`config.mk`:
```
export PLATFORM = sky130hd
export DESIGN_NAME = bus_read_ctrl
export DESIGN_NICKNAME = d
export VERILOG_FILES = /design/src/rtl/bus_read_ctrl_pkg.sv /design/src/rtl/bus_src_mux.sv /design/src/rtl/bus_read_ctrl.sv
export SDC_FILE = /design/constraint.sdc
export NUM_CORES = 1
export LEC_CHECK = 0
export CORE_MARGIN = 1.5
export CORE_UTILIZATION = 30
export CTS_CLUSTER_SIZE = 24
export DETAILED_ROUTE_END_ITERATION = 12
export GPL_TIMING_DRIVEN = 0
export PLACE_DENSITY = 0.7
export SLEW_MARGIN = 0
export SYNTH_ARGS = -nofsm -noshare
export SYNTH_HDL_FRONTEND = slang
export SYNTH_SLANG_ARGS = --single-unit
```
`constraint.sdc`:
```
create_clock -name clk -period 4.4 [get_ports clk]
set_input_delay 0.88 -clock clk [delete_from_list [all_inputs] [get_ports clk]]
set_output_delay 0.88 -clock clk [all_outputs]
set_load 0.05 [all_outputs]
```
`src/rtl/bus_read_ctrl_pkg.sv`:
```
// Shared code space for the bus read controller and the write-enable decoder.
//   SEL_*      : 3-bit read/write select codes (SEL_MEM reads memory at AR).
//   rd_state_e : read controller state encoding (StIdle, StMemWait).
package bus_read_ctrl_pkg;

  localparam logic [2:0] SEL_AC  = 3'b000;
  localparam logic [2:0] SEL_AR  = 3'b001;
  localparam logic [2:0] SEL_PC  = 3'b010;
  localparam logic [2:0] SEL_DR  = 3'b011;
  localparam logic [2:0] SEL_TR  = 3'b100;
  localparam logic [2:0] SEL_R   = 3'b101;
  localparam logic [2:0] SEL_IR  = 3'b110;
  localparam logic [2:0] SEL_MEM = 3'b111;

  typedef enum logic [0:0] {
    StIdle    = 1'b0,
    StMemWait = 1'b1
  } rd_state_e;

endpackage

```
`src/rtl/bus_src_mux.sv`:
```
// Combinational register source select for the common bus.
//   sel      : select code (SEL_AC..SEL_IR; SEL_MEM and anything else give 0)
//   ac_in, dr_in, tr_in, r_in, ir_in : DATA_W register values
//   ar_in, pc_in : ADDR_W address registers, zero-extended to DATA_W
//   data_out : selected value
module bus_src_mux
  import bus_read_ctrl_pkg::*;
#(
  parameter int unsigned DATA_W = 16,
  parameter int unsigned ADDR_W = 12
) (
  input  logic [2:0]        sel,
  input  logic [DATA_W-1:0] ac_in,
  input  logic [ADDR_W-1:0] ar_in,
  input  logic [ADDR_W-1:0] pc_in,
  input  logic [DATA_W-1:0] dr_in,
  input  logic [DATA_W-1:0] tr_in,
  input  logic [DATA_W-1:0] r_in,
  input  logic [DATA_W-1:0] ir_in,
  output logic [DATA_W-1:0] data_out
);

  always_comb begin
    data_out = '0;
    case (sel)
      SEL_AC:  data_out = ac_in;
      SEL_AR:  data_out = DATA_W'(ar_in);
      SEL_PC:  data_out = DATA_W'(pc_in);
      SEL_DR:  data_out = dr_in;
      SEL_TR:  data_out = tr_in;
      SEL_R:   data_out = r_in;
      SEL_IR:  data_out = ir_in;
      default: data_out = '0;
    endcase
  end

endmodule

```
`src/rtl/bus_read_ctrl.sv`:
```
// Drives the processor common bus from one source chosen by a 3-bit read code.
// Register sources complete in one cycle; code SEL_MEM runs a memory read at AR
// with a ready handshake and a timeout.
//   clk, rst_n          : clock (rising edge), asynchronous active-low reset
//   rd_req, rd_sel      : read request and source code, accepted when busy=0
//   ac_in..ir_in        : register values (ar_in, pc_in are ADDR_W wide)
//   mem_rd, mem_addr    : memory read strobe and address (held while waiting)
//   mem_data, mem_ready : memory read data and completion
//   bus_out, bus_valid  : registered bus value and its one-cycle update pulse
//   busy                : memory read in progress, requests ignored
//   rd_err              : one-cycle pulse, memory read timed out
module bus_read_ctrl
  import bus_read_ctrl_pkg::*;
#(
  parameter int unsigned DATA_W      = 16,
  parameter int unsigned ADDR_W      = 12,
  parameter int unsigned MEM_TIMEOUT = 15
) (
  input  logic              clk,
  input  logic              rst_n,
  input  logic              rd_req,
  input  logic [2:0]        rd_sel,
  input  logic [DATA_W-1:0] ac_in,
  input  logic [DATA_W-1:0] dr_in,
  input  logic [DATA_W-1:0] tr_in,
  input  logic [DATA_W-1:0] r_in,
  input  logic [DATA_W-1:0] ir_in,
  input  logic [ADDR_W-1:0] ar_in,
  input  logic [ADDR_W-1:0] pc_in,
  output logic              mem_rd,
  output logic [ADDR_W-1:0] mem_addr,
  input  logic [DATA_W-1:0] mem_data,
  input  logic              mem_ready,
  output logic [DATA_W-1:0] bus_out,
  output logic              bus_valid,
  output logic              busy,
  output logic              rd_err
);

  // One spare bit so the counter can never wrap before the timeout compare.
  localparam int unsigned    CNT_W    = $clog2(MEM_TIMEOUT) + 1;
  localparam logic [CNT_W-1:0] CNT_LAST = CNT_W'(MEM_TIMEOUT - 1);

  rd_state_e         state_q, state_d;
  logic [CNT_W-1:0]  cnt_q, cnt_d;
  logic [DATA_W-1:0] bus_out_q, bus_out_d;
  logic [ADDR_W-1:0] mem_addr_q, mem_addr_d;
  logic              bus_valid_q, bus_valid_d;
  logic              rd_err_q, rd_err_d;
  logic [DATA_W-1:0] src_data;

  bus_src_mux #(
    .DATA_W (DATA_W),
    .ADDR_W (ADDR_W)
  ) u_src_mux (
    .sel      (rd_sel),
    .ac_in    (ac_in),
    .ar_in    (ar_in),
    .pc_in    (pc_in),
    .dr_in    (dr_in),
    .tr_in    (tr_in),
    .r_in     (r_in),
    .ir_in    (ir_in),
    .data_out (src_data)
  );

  always_comb begin
    state_d     = state_q;
    cnt_d       = cnt_q;
    bus_out_d   = bus_out_q;
    mem_addr_d  = mem_addr_q;
    bus_valid_d = 1'b0;
    rd_err_d    = 1'b0;
    case (state_q)
      StIdle: begin
        if (rd_req) begin
          // Unknown codes fall to default: no request.
          case (rd_sel)
            SEL_MEM: begin
              mem_addr_d = ar_in;
              cnt_d      = '0;
              state_d    = StMemWait;
            end
            SEL_AC, SEL_AR, SEL_PC, SEL_DR, SEL_TR, SEL_R, SEL_IR: begin
              bus_out_d   = src_data;
              bus_valid_d = 1'b1;
            end
            default: ;
          endcase
        end
      end
      StMemWait: begin
        // Ready wins over timeout on the final cycle.
        if (mem_ready) begin
          bus_out_d   = mem_data;
          bus_valid_d = 1'b1;
          state_d     = StIdle;
        end else if (cnt_q == CNT_LAST) begin
          rd_err_d = 1'b1;
          state_d  = StIdle;
        end else begin
          cnt_d = cnt_q + CNT_W'(1);
        end
      end
      default: state_d = StIdle;
    endcase
  end

  always_ff @(posedge clk or negedge rst_n) begin
    if (!rst_n) begin
      state_q     <= StIdle;
      cnt_q       <= '0;
      bus_out_q   <= '0;
      mem_addr_q  <= '0;
      bus_valid_q <= 1'b0;
      rd_err_q    <= 1'b0;
    end else begin
      state_q     <= state_d;
      cnt_q       <= cnt_d;
      bus_out_q   <= bus_out_d;
      mem_addr_q  <= mem_addr_d;
      bus_valid_q <= bus_valid_d;
      rd_err_q    <= rd_err_d;
    end
  end

  // Strobe and busy decode straight from the state register, so both drop
  // the moment reset asserts.
  assign mem_rd    = (state_q == StMemWait);
  assign busy      = (state_q == StMemWait);
  assign mem_addr  = mem_addr_q;
  assign bus_out   = bus_out_q;
  assign bus_valid = bus_valid_q;
  assign rd_err    = rd_err_q;

`ifndef SYNTHESIS
  sel_known_a: assert property (@(posedge clk) disable iff (!rst_n)
    (rd_req && !busy) |-> !$isunknown(rd_sel));
`endif

endmodule

```
After elaboration in Yosys (flattened, before gate mapping)
Index checks and enable logic that the tools add are counted.
- flip-flop bits (word level): 36
- input bits: 127
- output and inout port bits: 32
- reduce and logical (&&, ||, !) cells: 5
- bitwise operators: 1
- $add $sub $neg: 1
- mux-type cells: 22
- equal/unequal tests: 14
- operator list (operator ; number):
    $pmux 16 s7 ; 1
    $mux 16 ; 3
    $pmux 16 s2 ; 1
    $mux 5 ; 4
    $eq 3x3->1 const B ; 4
    $mux 1 ; 10
    $pmux 5 s2 ; 1
    $ne 2x2->1 const B ; 4
    $reduce_or 7->1 ; 1
    $eq 3x2->1 const B ; 2
    $reduce_and 3->1 ; 2
    $add 5x1->5 const B ; 1
    $eq 5x4->1 const B ; 1
    $ne 2x1->1 const B ; 2
    $pmux 1 s2 ; 2
    $reduce_and 4->1 ; 1
    $eq 3x1->1 const B ; 1
    $logic_not 3->1 ; 1
    $not 1->1 ; 1

Logic depth before layout (Yosys ltp)
Gate-level depths: netlist of run 1.
- word-level depth: 5
- gate-level depth with buffers: 6
- depth with buffers taken out: 6

Cells and area by module
Synthesis of run 1 repeated with hierarchy kept, for this count alone.
- cell total of the unflattened synthesis: 243
- area total of the unflattened synthesis: 2711.4 um2
- modules (own cells, without submodules) (module ; seq. area each (um2) ; instances ; cells each ; area each (um2)):
    bus_read_ctrl ; 900.9 ; 1 ; 120 ; 1745.4
    bus_src_mux ; 0.0 ; 1 ; 123 ; 965.9

Worst setup path after synthesis of run 1
OpenSTA, ideal clock, no wires.
- path kind: input to register
- from: input port rd_sel[1]
- to: register bus_out_q[5], in the netlist bus_out[5]
- buffers on the path: 2
- cell stages on the path: 6
- arrival time: 1.899 ns
- library setup time: 0.126 ns
- path slack: 2.375 ns
- path through: buf_6 > buf_6 > mux2_4 > o22ai_1 > nor3_1 > a221o_1
- word-level cells in the longest chain between the ends: 5
- elaborated cells between the ends (all ways): 14
- RTL lines (item ; RTL line ; RTL):
    start, declared ; bus_read_ctrl.sv:22 ; input logic [2:0] rd_sel,
    $eq 3x3->1 (tied with other cells) ; bus_src_mux.sv:25, bus_read_ctrl.sv:78 ;
    $pmux 16 s7 ; bus_src_mux.sv:25 ; case (sel)
    $mux 16 ; bus_read_ctrl.sv:78 ; case (rd_sel)
    $mux 16 ; bus_read_ctrl.sv:76 ; if (rd_req) begin
    $pmux 16 s2 ; bus_read_ctrl.sv:74 ; case (state_q)
    end signal, assigned ; bus_read_ctrl.sv:120 ; bus_out_q <= bus_out_d;
    end, declared ; bus_read_ctrl.sv:46 ; logic [DATA_W-1:0] bus_out_q, bus_out_d;
Parallel ways exist; a longest one is shown, timed or not. The select of a mux whose other input is x is not followed.
A chain may end at the register's enable or synchronous reset.

Worst setup path in the final report of run 1
- from: register state_q, in the netlist busy
- to: output port mem_rd
- RTL lines (item ; RTL line ; RTL):
    start, declared ; bus_read_ctrl.sv:44 ; rd_state_e state_q, state_d;
    start signal, assigned ; bus_read_ctrl.sv:111 ; state_q <= StIdle;
    start signal, assigned ; bus_read_ctrl.sv:118 ; state_q <= state_d;
    end, declared ; bus_read_ctrl.sv:30 ; output logic mem_rd,
No word-level cell between the ends.

==> flow_summary.ini, run 1 <==
[power_and_ir_drop]
seq_power_share_pct = 32.8
power.internal_mw = 0.828
power_frac_clock_pct = 19.3
p_per_area_nw_per_um2 = 312
sw_frac_of_total_pct = 37.7
peakVddDrop_mv = 0.235
power.leakage_nw = 1.74
pwr-share-comb_pct = 47.8
totalPowerFinal_mw = 1.33
switchingPower_mw = 0.502

[logic_synthesis]
synth_compound_area_share_pct = 17.7
yosys.area_share.simple_pct = 12.9
synth_ff_type = dfrtp_1
synth_top_family_by_area = multiplexers
syn_area_sq_um = 2480
synthMuxAreaShare_pct = 25.6
yosysSeqAreaShare_pct = 36.4
yosys_warnings = 0
synth_edf_count = 0
postSynthNetCount = 355
synth_cell_types = 38
synth_fa_ha_area_share_pct = 1.01
synthCells = 226
synthArstFlopShare_pct = 100
synthXorXnorAreaFrac_pct = 0.707
ys_ff_latch = 36
avgSynthCellArea_sq_um = 11.0

[sta]
clock.fmax_ghz = 0.395
finalSetupViolCount = 0
skew_ns = 0.00573
fin_hold_ws_ns = 0.486
slew_violations = 0
finalHoldViolCount = 0
tns_ns = 0
min_period_ns = 2.53
tightest_slew_ns = 0.807
slew_headroom_pct = 46.2
rsz0062_at_grt = no
min_period_over_period_pct = 57.5

[route]
ant_nets = 0
num_vias = 2490
finalWirelength_mm = 8.78
dr.pass1.iters = 4
drcViolationCount = 0
first_iter_violations = 50
via_per_inst = 5.07
avgRoutedWirePerCell_microns = 17.9

[layout]
fin_area_sq_um = 4260
drive_gt1_share_pct = 14.9
antenna_cells = 0
final_util_pct = 54.3
seq_area_sq_um = 901
n_fill_cell = 729
multi_input_area_sq_um = 1430
nets = 518
syn_to_final_growth_pct = 71.9

[hold_path]
holdCritPathClass = reg2reg

[global_routing]
grt_max_degree = 37
grt.overflow.total = 0
grt_pass1_wl_mm = 13.5
track_usage_pct = 20.1
antenna_found_initial = 0
grt_pass1_vias = 2609

[worst_setup_path]
end_kind = output pin
start_kind = flop
worst-path-max-fanout = 7
crit_type = reg2out
cp.required_ns = 3.52
cp.arrival_ns = 1.65

[cts]
clkLatencyLatePin_ns = 0.28
cts_setup_buffers = 0
htree_levels = 2
cts_tree = yes
cts.path.max_buffers = 2
clk_pin_slew_ns = 0.07
numCtsBuffers = 5
cts_resized = 0
cts_hold_buf = 0
clock_sinks = 36
root_buffer = clkbuf_8

[floorplan]
chipHeight_microns = 93.9
die_w_microns = 93.9
initial_utilization_pct = 31.6
core_sq_um = 7850
dieArea_sq_um = 8810
io_pins = 159
rows = 32

[placement]
dp_hpwl_mm = 7.15
portBuffers = 156
gp_congestion = 0.762
dpl_cell_area_sq_um = 4160

[outcome]
status = finished, final reports clean

[flow_run]
cap_violations = 0
==> flip-flops by register name (all words and copies together) (netlist names) <==
name	cells
cnt_q	5
bus_valid	1
rd_err	1
bus_out	16
busy	1
mem_addr	12
==> through the flow <==
| stage | setup slack, ns | instances |
|---|---|---|
| final | 1.87 | 491 |
| after global routing | 1.81 | 491 |
| after CTS | 1.84 | 491 |
| after detailed placement | 1.71 | 484 |
| after global placement | 1.58 | 484 |
| after floorplan | 2.38 | 226 |
==> Yosys cell counts, types with 2 or more instances <==
cell type	n	area, sq um
a211o_1	3	26.3
a221o_1	13	130
a221oi_1	4	35.0
a22oi_1	6	45.0
and2_1	2	12.5
buf_2	6	30.0
buf_4	3	22.5
buf_6	6	67.6
clkbuf_1	3	11.3
dfrtp_1	36	901
ha_1	2	25.0
inv_1	2	7.51
mux2_1	17	191
mux2_2	9	101
mux2_4	22	330
nand2_1	6	22.5
nand2b_1	4	25.0
nand3_1	7	35.0
nor2_1	4	15.0
nor2b_1	15	93.8
nor3_1	13	65.1
o21ai_0	2	10.0
o22ai_1	25	156
xor2_1	2	17.5
==> worst paths after layout <==
| path | depth (start not counted) | end | startpoint | slack [ns] |
|---|---|---|---|---|
| worst max-delay path | 2 | mem_rd | busy | 1.87 |
| worst min-delay path | 1 | mem_addr[3] | mem_addr[3] | 0.49 |
| worst max register to register | 4 | mem_addr[11] | busy | 2.69 |
| worst min register to register | 1 | mem_addr[3] | mem_addr[3] | 0.49 |
| max in group asynchronous | 1 | mem_addr[2] | rst_n | 3.21 |
| min in group asynchronous | 1 | bus_valid | rst_n | 0.68 |
==> layout make-up <==
| cell class | count | share of cell area, % |
|---|---|---|
| tap | 102 | 3.00 |
| timing repair buffer | 156 | 36.6 |
| buffer | 18 | 3.09 |
| multi-input combinational | 169 | 33.7 |
| inverter | 3 | 0.264 |
| sequential | 36 | 21.2 |
| clock buffer | 7 | 2.26 |
==> power by group through the flow <==
| stage | clock network [mW] | registers, mW | logic [mW] |
|---|---|---|---|
| final | 0.257 | 0.436 | 0.636 |
| after global routing | 0.277 | 0.444 | 0.671 |
| after CTS | 0.264 | 0.437 | 0.641 |
| after detailed placement | 0 | 0.440 | 0.639 |
| after global placement | 0 | 0.437 | 0.635 |
| after floorplan | 0 | 0.633 | 0.164 |
==> layer usage <==
layer / vias to the layer above / wire length, microns / track usage (%)
met4: 0 / 123 / 4.98
met2: 108 / 4210 / 35.0
met5: - / 0 / 0
li1: 1190 / - / -
met1: 1182 / 3740 / 24.4
met3: 10 / 712 / 5.34
==> logic make-up (layout without fill, tap and decap cells) <==
| kind of cell | after synthesis | count (layout) |
|---|---|---|
| flops | 36 | 36 |
| fa+ha+maj | 2 | 2 |
| mux | 49 | 49 |
| xor+xnor | 2 | 2 |
| compound gates | 58 | 58 |
| buf+inv | 21 | 184 |
| simple gates | 58 | 58 |
==> layout by cell type (no fill, tap or decap), drive strengths merged, types with 8 or more instances in the layout <==
master,Yosys,layout
clkdlybuf4s50,0,155
mux2,48,48
dfrtp,36,36
o22ai,25,25
buf,15,16
nor2b,15,15
nor3,13,13
a221o,13,13
clkbuf,3,10
nand3,8,8
==> critical path: stages, from the launching register on <==
cell,delay [ns]
dfrtp_1,0.44
buf_4,0.14
clkdlybuf4s50_1,0.79
No activity file was read; power rests on OpenSTA's default activity.
==> inputs of run 2 (changes only) <==
--- a/config.mk
+++ b/config.mk
@@ -10,7 +10,7 @@
 export CTS_CLUSTER_SIZE = 24
 export DETAILED_ROUTE_END_ITERATION = 12
 export GPL_TIMING_DRIVEN = 0
-export PLACE_DENSITY = 0.7
+export PLACE_DENSITY = 0.73
 export SLEW_MARGIN = 0
 export SYNTH_ARGS = -nofsm -noshare
 export SYNTH_HDL_FRONTEND = slang
==> constraint.sdc (replaced) <==
create_clock -name clk -period 2.17 [get_ports clk]
set_input_delay 0.434 -clock clk [delete_from_list [all_inputs] [get_ports clk]]
set_output_delay 0.434 -clock clk [all_outputs]
set_load 0.05 [all_outputs]
==> run 2 against run 1 <==
Net effect:
- die area stayed put
- cell area about the same
- sequential cell count did not move
- clock skew down 0.0019 ns
- via count is 0.16% higher
- largest power group unchanged
- highest routed layer unchanged
==> flow_summary.ini, run 2 (same netlist as run 1, synthesis figures left out) <==
[sta]
tightest_slew_ns = 0.825
fin_hold_ws_ns = 0.244
min_period_over_period_pct = 91.7
clock.fmax_ghz = 0.503
finalSetupViolCount = 0
rsz0062_at_grt = no
min_period_ns = 1.99
slew_headroom_pct = 45.0
slew_violations = 0
tns_ns = 0
skew_ns = 0.00383
finalHoldViolCount = 0
fin_ws_ns = 0.181

[worst_setup_path]
crit_slowest_cell = clkdlybuf4s50_1
end_kind = output pin
worst-path-max-fanout = 7
cp.required_ns = 1.74
crit_type = reg2out
max_stage_delay_ns = 0.84
critical_path_buf_inv_count = 1
cp.arrival_ns = 1.56
worstPathCellList = clkdlybuf4s50_1
cp_top_family = buffers and inverters
start_kind = flop

[route]
first_iter_violations = 95
num_vias = 2494
drcViolationCount = 0
via_per_inst = 5.08
avgRoutedWirePerCell_microns = 17.9
finalWirelength_mm = 8.81
dr.pass1.iters = 5
ant_nets = 0

[layout]
largest_reg_flops = 16
final_common_cell = clkdlybuf4s50_1
antenna_cells = 0
drive_gt1_share_pct = 14.9
layout_common_cells = 154 x clkdlybuf4s50_1, 36 x dfrtp_1, 25 x o22ai_1, 22 x mux2_4, 17 x mux2_1
n_fill_cell = 723
syn_to_final_growth_pct = 72.0
nets = 518

[floorplan]
dieArea_sq_um = 8810
core_sq_um = 7850
chipHeight_microns = 93.9
initial_utilization_pct = 31.6
rows = 32
io_pins = 159
die_w_microns = 93.9

[cts]
clock_sinks = 36
cts_setup_buffers = 0
cts.path.max_buffers = 2
clkLatencyLatePin_ns = 0.28
numCtsBuffers = 5
root_buffer = clkbuf_8
clk_pin_slew_ns = 0.07
htree_levels = 2
cts_tree = yes

[global_routing]
antenna_found_initial = 0
grt.overflow.total = 0
track_usage_pct = 20.2
grt_pass1_vias = 2758
grt_max_degree = 37
grt_pass1_wl_mm = 13.6

[placement]
dp_hpwl_mm = 7.24
gp_congestion = 0.822
portBuffers = 156
place_ws_ns = -0.0804

[flow_run]
cap_violations = 0

[power_and_ir_drop]
power.leakage_nw = 1.75
peakVddDrop_mv = 0.319
p_per_area_nw_per_um2 = 633

[hold_path]
holdCritPathClass = in2async

[outcome]
status = finished, final reports clean
run 2: cell type report:
class	instances	area, sq um	area share (%)
Buffer	18	131	3.08
Clock buffer	7	96.3	2.26
Inverter	3	11.3	0.264
Multi-Input combinational cell	169	1430	33.7
Sequential cell	36	901	21.1
Tap cell	102	128	3.00
Timing Repair Buffer	156	1560	36.6
run 2: per-stage QoR:
| step | total power, mW | instance area [sq um] | cells | utilization, % |
|---|---|---|---|---|
| 3_5_place_dp | 2.19 | 4160 | 484 | 53.0 |
| 5_1_grt | 2.83 | 4260 | 491 | 54.3 |
| 6_report | 2.70 | 4260 | 491 | 54.3 |
| 2_1_floorplan | 1.62 | 2480 | 226 | - |
| 3_3_place_gp | 2.17 | 4170 | 484 | 53.1 |
| 4_1_cts | 2.72 | 4260 | 491 | 54.3 |
run 2: routing by layer:
layer / vias to the layer above / share of wire [%] / GRT usage, %
met2: 114 / 49 / 35.6
met1: 1183 / 42 / 24.4
met5: - / 0 / 0
met3: 6 / 8.3 / 5.74
li1: 1191 / - / -
met4: 0 / 0.62 / 4.35
run 2: worst paths after layout:
kind,start,to,slack [ns],cells past startpoint
worst max-delay path,busy,busy,0.18,1
worst min-delay path,rst_n,bus_out[12],0.24,1
worst max register to register,busy,mem_addr[11],0.47,4
worst min register to register,mem_addr[10],mem_addr[10],0.50,1
max in group asynchronous,rst_n,mem_addr[10],1.40,1
min in group clk,mem_addr[10],mem_addr[10],0.50,1
run 2: power breakdown:
part	internal, mW	leakage, nW	switching (mW)
combinational	0.595	1.26	0.692
sequential	0.801	0.445	0.0817
clock	0.283	0.0503	0.242
run 2: repair_timing:
item                       4_1_cts  5_1_grt
hold buffers                     0        0
gates resized for setup          0        1
setup endpoints to repair        0        1
==> inputs of run 3 (changes only) <==
--- a/config.mk
+++ b/config.mk
@@ -5,7 +5,6 @@
 export SDC_FILE = /design/constraint.sdc
 export NUM_CORES = 1
 export LEC_CHECK = 0
-export CORE_MARGIN = 1.5
 export CORE_UTILIZATION = 30
 export CTS_CLUSTER_SIZE = 24
 export DETAILED_ROUTE_END_ITERATION = 12
==> run 3 against run 2 <==
Net effect:
- die area is 2.1% lower
- sequential power is 0.5% lower
- sequential cell count stayed put
- cell area hardly changed
- hold slack worse by 0.0048 ns
- critical path depth is 6 higher
- sequential share of layout area hardly changed
- clock skew is 0.0037 ns higher
- largest cell class unchanged
==> flow_summary.ini, run 3 (same netlist as run 1, synthesis figures left out) <==
[sta]
fin_hold_ws_ns = 0.240
finalSetupViolCount = 0
slew_violations = 0
finalHoldViolCount = 0
tns_ns = 0
rsz0062_at_grt = no
min_period_ns = 2.02
clock.fmax_ghz = 0.496
skew_ns = 0.00752
slew_headroom_pct = 44.3
tightest_slew_ns = 0.835
min_period_over_period_pct = 92.9

[placement]
gp_congestion = 0.818
dp_hpwl_mm = 7.04
dpl_cell_area_sq_um = 4160
portBuffers = 156
dp.cells = 484

[cts]
clkLatencyLatePin_ns = 0.29
cts.path.max_buffers = 2
cts_setup_buffers = 0
htree_levels = 2
cts_tree = yes
clk_pin_slew_ns = 0.08
clock_sinks = 36
numCtsBuffers = 5
root_buffer = clkbuf_8

[floorplan]
chipHeight_microns = 92.9
die_w_microns = 92.9
initial_utilization_pct = 31.6
core_sq_um = 7850
io_pins = 159
rows = 32
dieArea_sq_um = 8630

[route]
via_per_inst = 5.12
finalWirelength_mm = 8.56
avgRoutedWirePerCell_microns = 17.4
num_vias = 2518
first_iter_violations = 63
ant_nets = 0
drcViolationCount = 0
dr.pass1.iters = 4

[power_and_ir_drop]
peakVddDrop_mv = 0.393
power.leakage_nw = 1.75
p_per_area_nw_per_um2 = 627

[layout]
stdcell_count = 492
final_util_pct = 54.2
fin_area_sq_um = 4260
drive_gt1_share_pct = 15.1
n_fill_cell = 731
largest_reg_flops = 16
layout_common_cells = 154 x clkdlybuf4s50_1, 36 x dfrtp_1, 25 x o22ai_1, 22 x mux2_4, 17 x mux2_1
nets = 518
antenna_cells = 0
syn_to_final_growth_pct = 71.8
final_common_cell = clkdlybuf4s50_1

[global_routing]
grt_max_degree = 37
grt.overflow.total = 0
grt_pass1_wl_mm = 13.4
track_usage_pct = 20.2
grt_pass1_vias = 2682
antenna_found_initial = 0

[worst_setup_path]
rrSetupSlack_ns = 0.49
worst-path-max-fanout = 10
r2r_cells = 4
end_kind = flop
start_kind = input pin
crit_type = in2reg
cp.arrival_ns = 2.24
cp.required_ns = 2.40

[hold_path]
holdCritPathClass = in2async

[outcome]
status = finished, final reports clean

[flow_run]
cap_violations = 0
==> run 3: worst paths after layout <==
kind | from | to
min in group clk | mem_addr[2] | mem_addr[2]
hold reg to reg | mem_addr[2] | mem_addr[2]
setup reg to reg | busy | mem_addr[5]
setup / recovery | rd_sel[2] | bus_out[2]
max in group asynchronous | rst_n | mem_addr[1]
hold / removal | rst_n | rd_err
==> run 3: stage by stage <==
stage	setup slack [ns]	total power, mW
final	0.154	2.67
after detailed placement	-0.0769	2.19
after global routing	0.0828	2.80
after global placement	-0.221	2.17
after floorplan	0.434	1.62
after CTS	0.0403	2.69
==> run 3: report_power, final <==
part           internal, mW  leakage, nW  total (mW)  switching [mW]
Combinational         0.596         1.26        1.29           0.696
Sequential            0.801        0.445       0.879          0.0776
Clock                 0.253       0.0510       0.497           0.243
==> run 3: critical path, cell delays in order <==
cell	delay, ns
clkdlybuf4s50_1	0.48
buf_6	0.18
nand2_1	0.10
clkbuf_1	0.43
o22ai_1	0.14
nor3_1	0.32
a221o_1	0.17
==> run 3: what timing repair did <==
item,4_1_cts,5_1_grt
endpoints found under the setup margin,0,1
hold buffers,0,0
resized for setup,0,1
==> run 3: area by class of cell <==
| type | count | area [sq um] | area share [%] |
|---|---|---|---|
| Timing Repair Buffer | 156 | 1560 | 36.6 |
| Tap cell | 102 | 128 | 3.00 |
| Clock inverter | 2 | 10.0 | 0.235 |
| Sequential cell | 36 | 901 | 21.2 |
| Buffer | 18 | 131 | 3.09 |
| Inverter | 3 | 11.3 | 0.265 |
| Multi-Input combinational cell | 169 | 1430 | 33.7 |
| Clock buffer | 6 | 82.6 | 1.94 |
==> run 3: routing by layer <==
metal	global-route usage [%]	vias to the layer above	routed length, microns
met3	5.91	10	646
met1	23.9	1199	3610
met5	0	-	0
met4	5.00	0	99
met2	35.5	116	4210
li1	-	1193	-
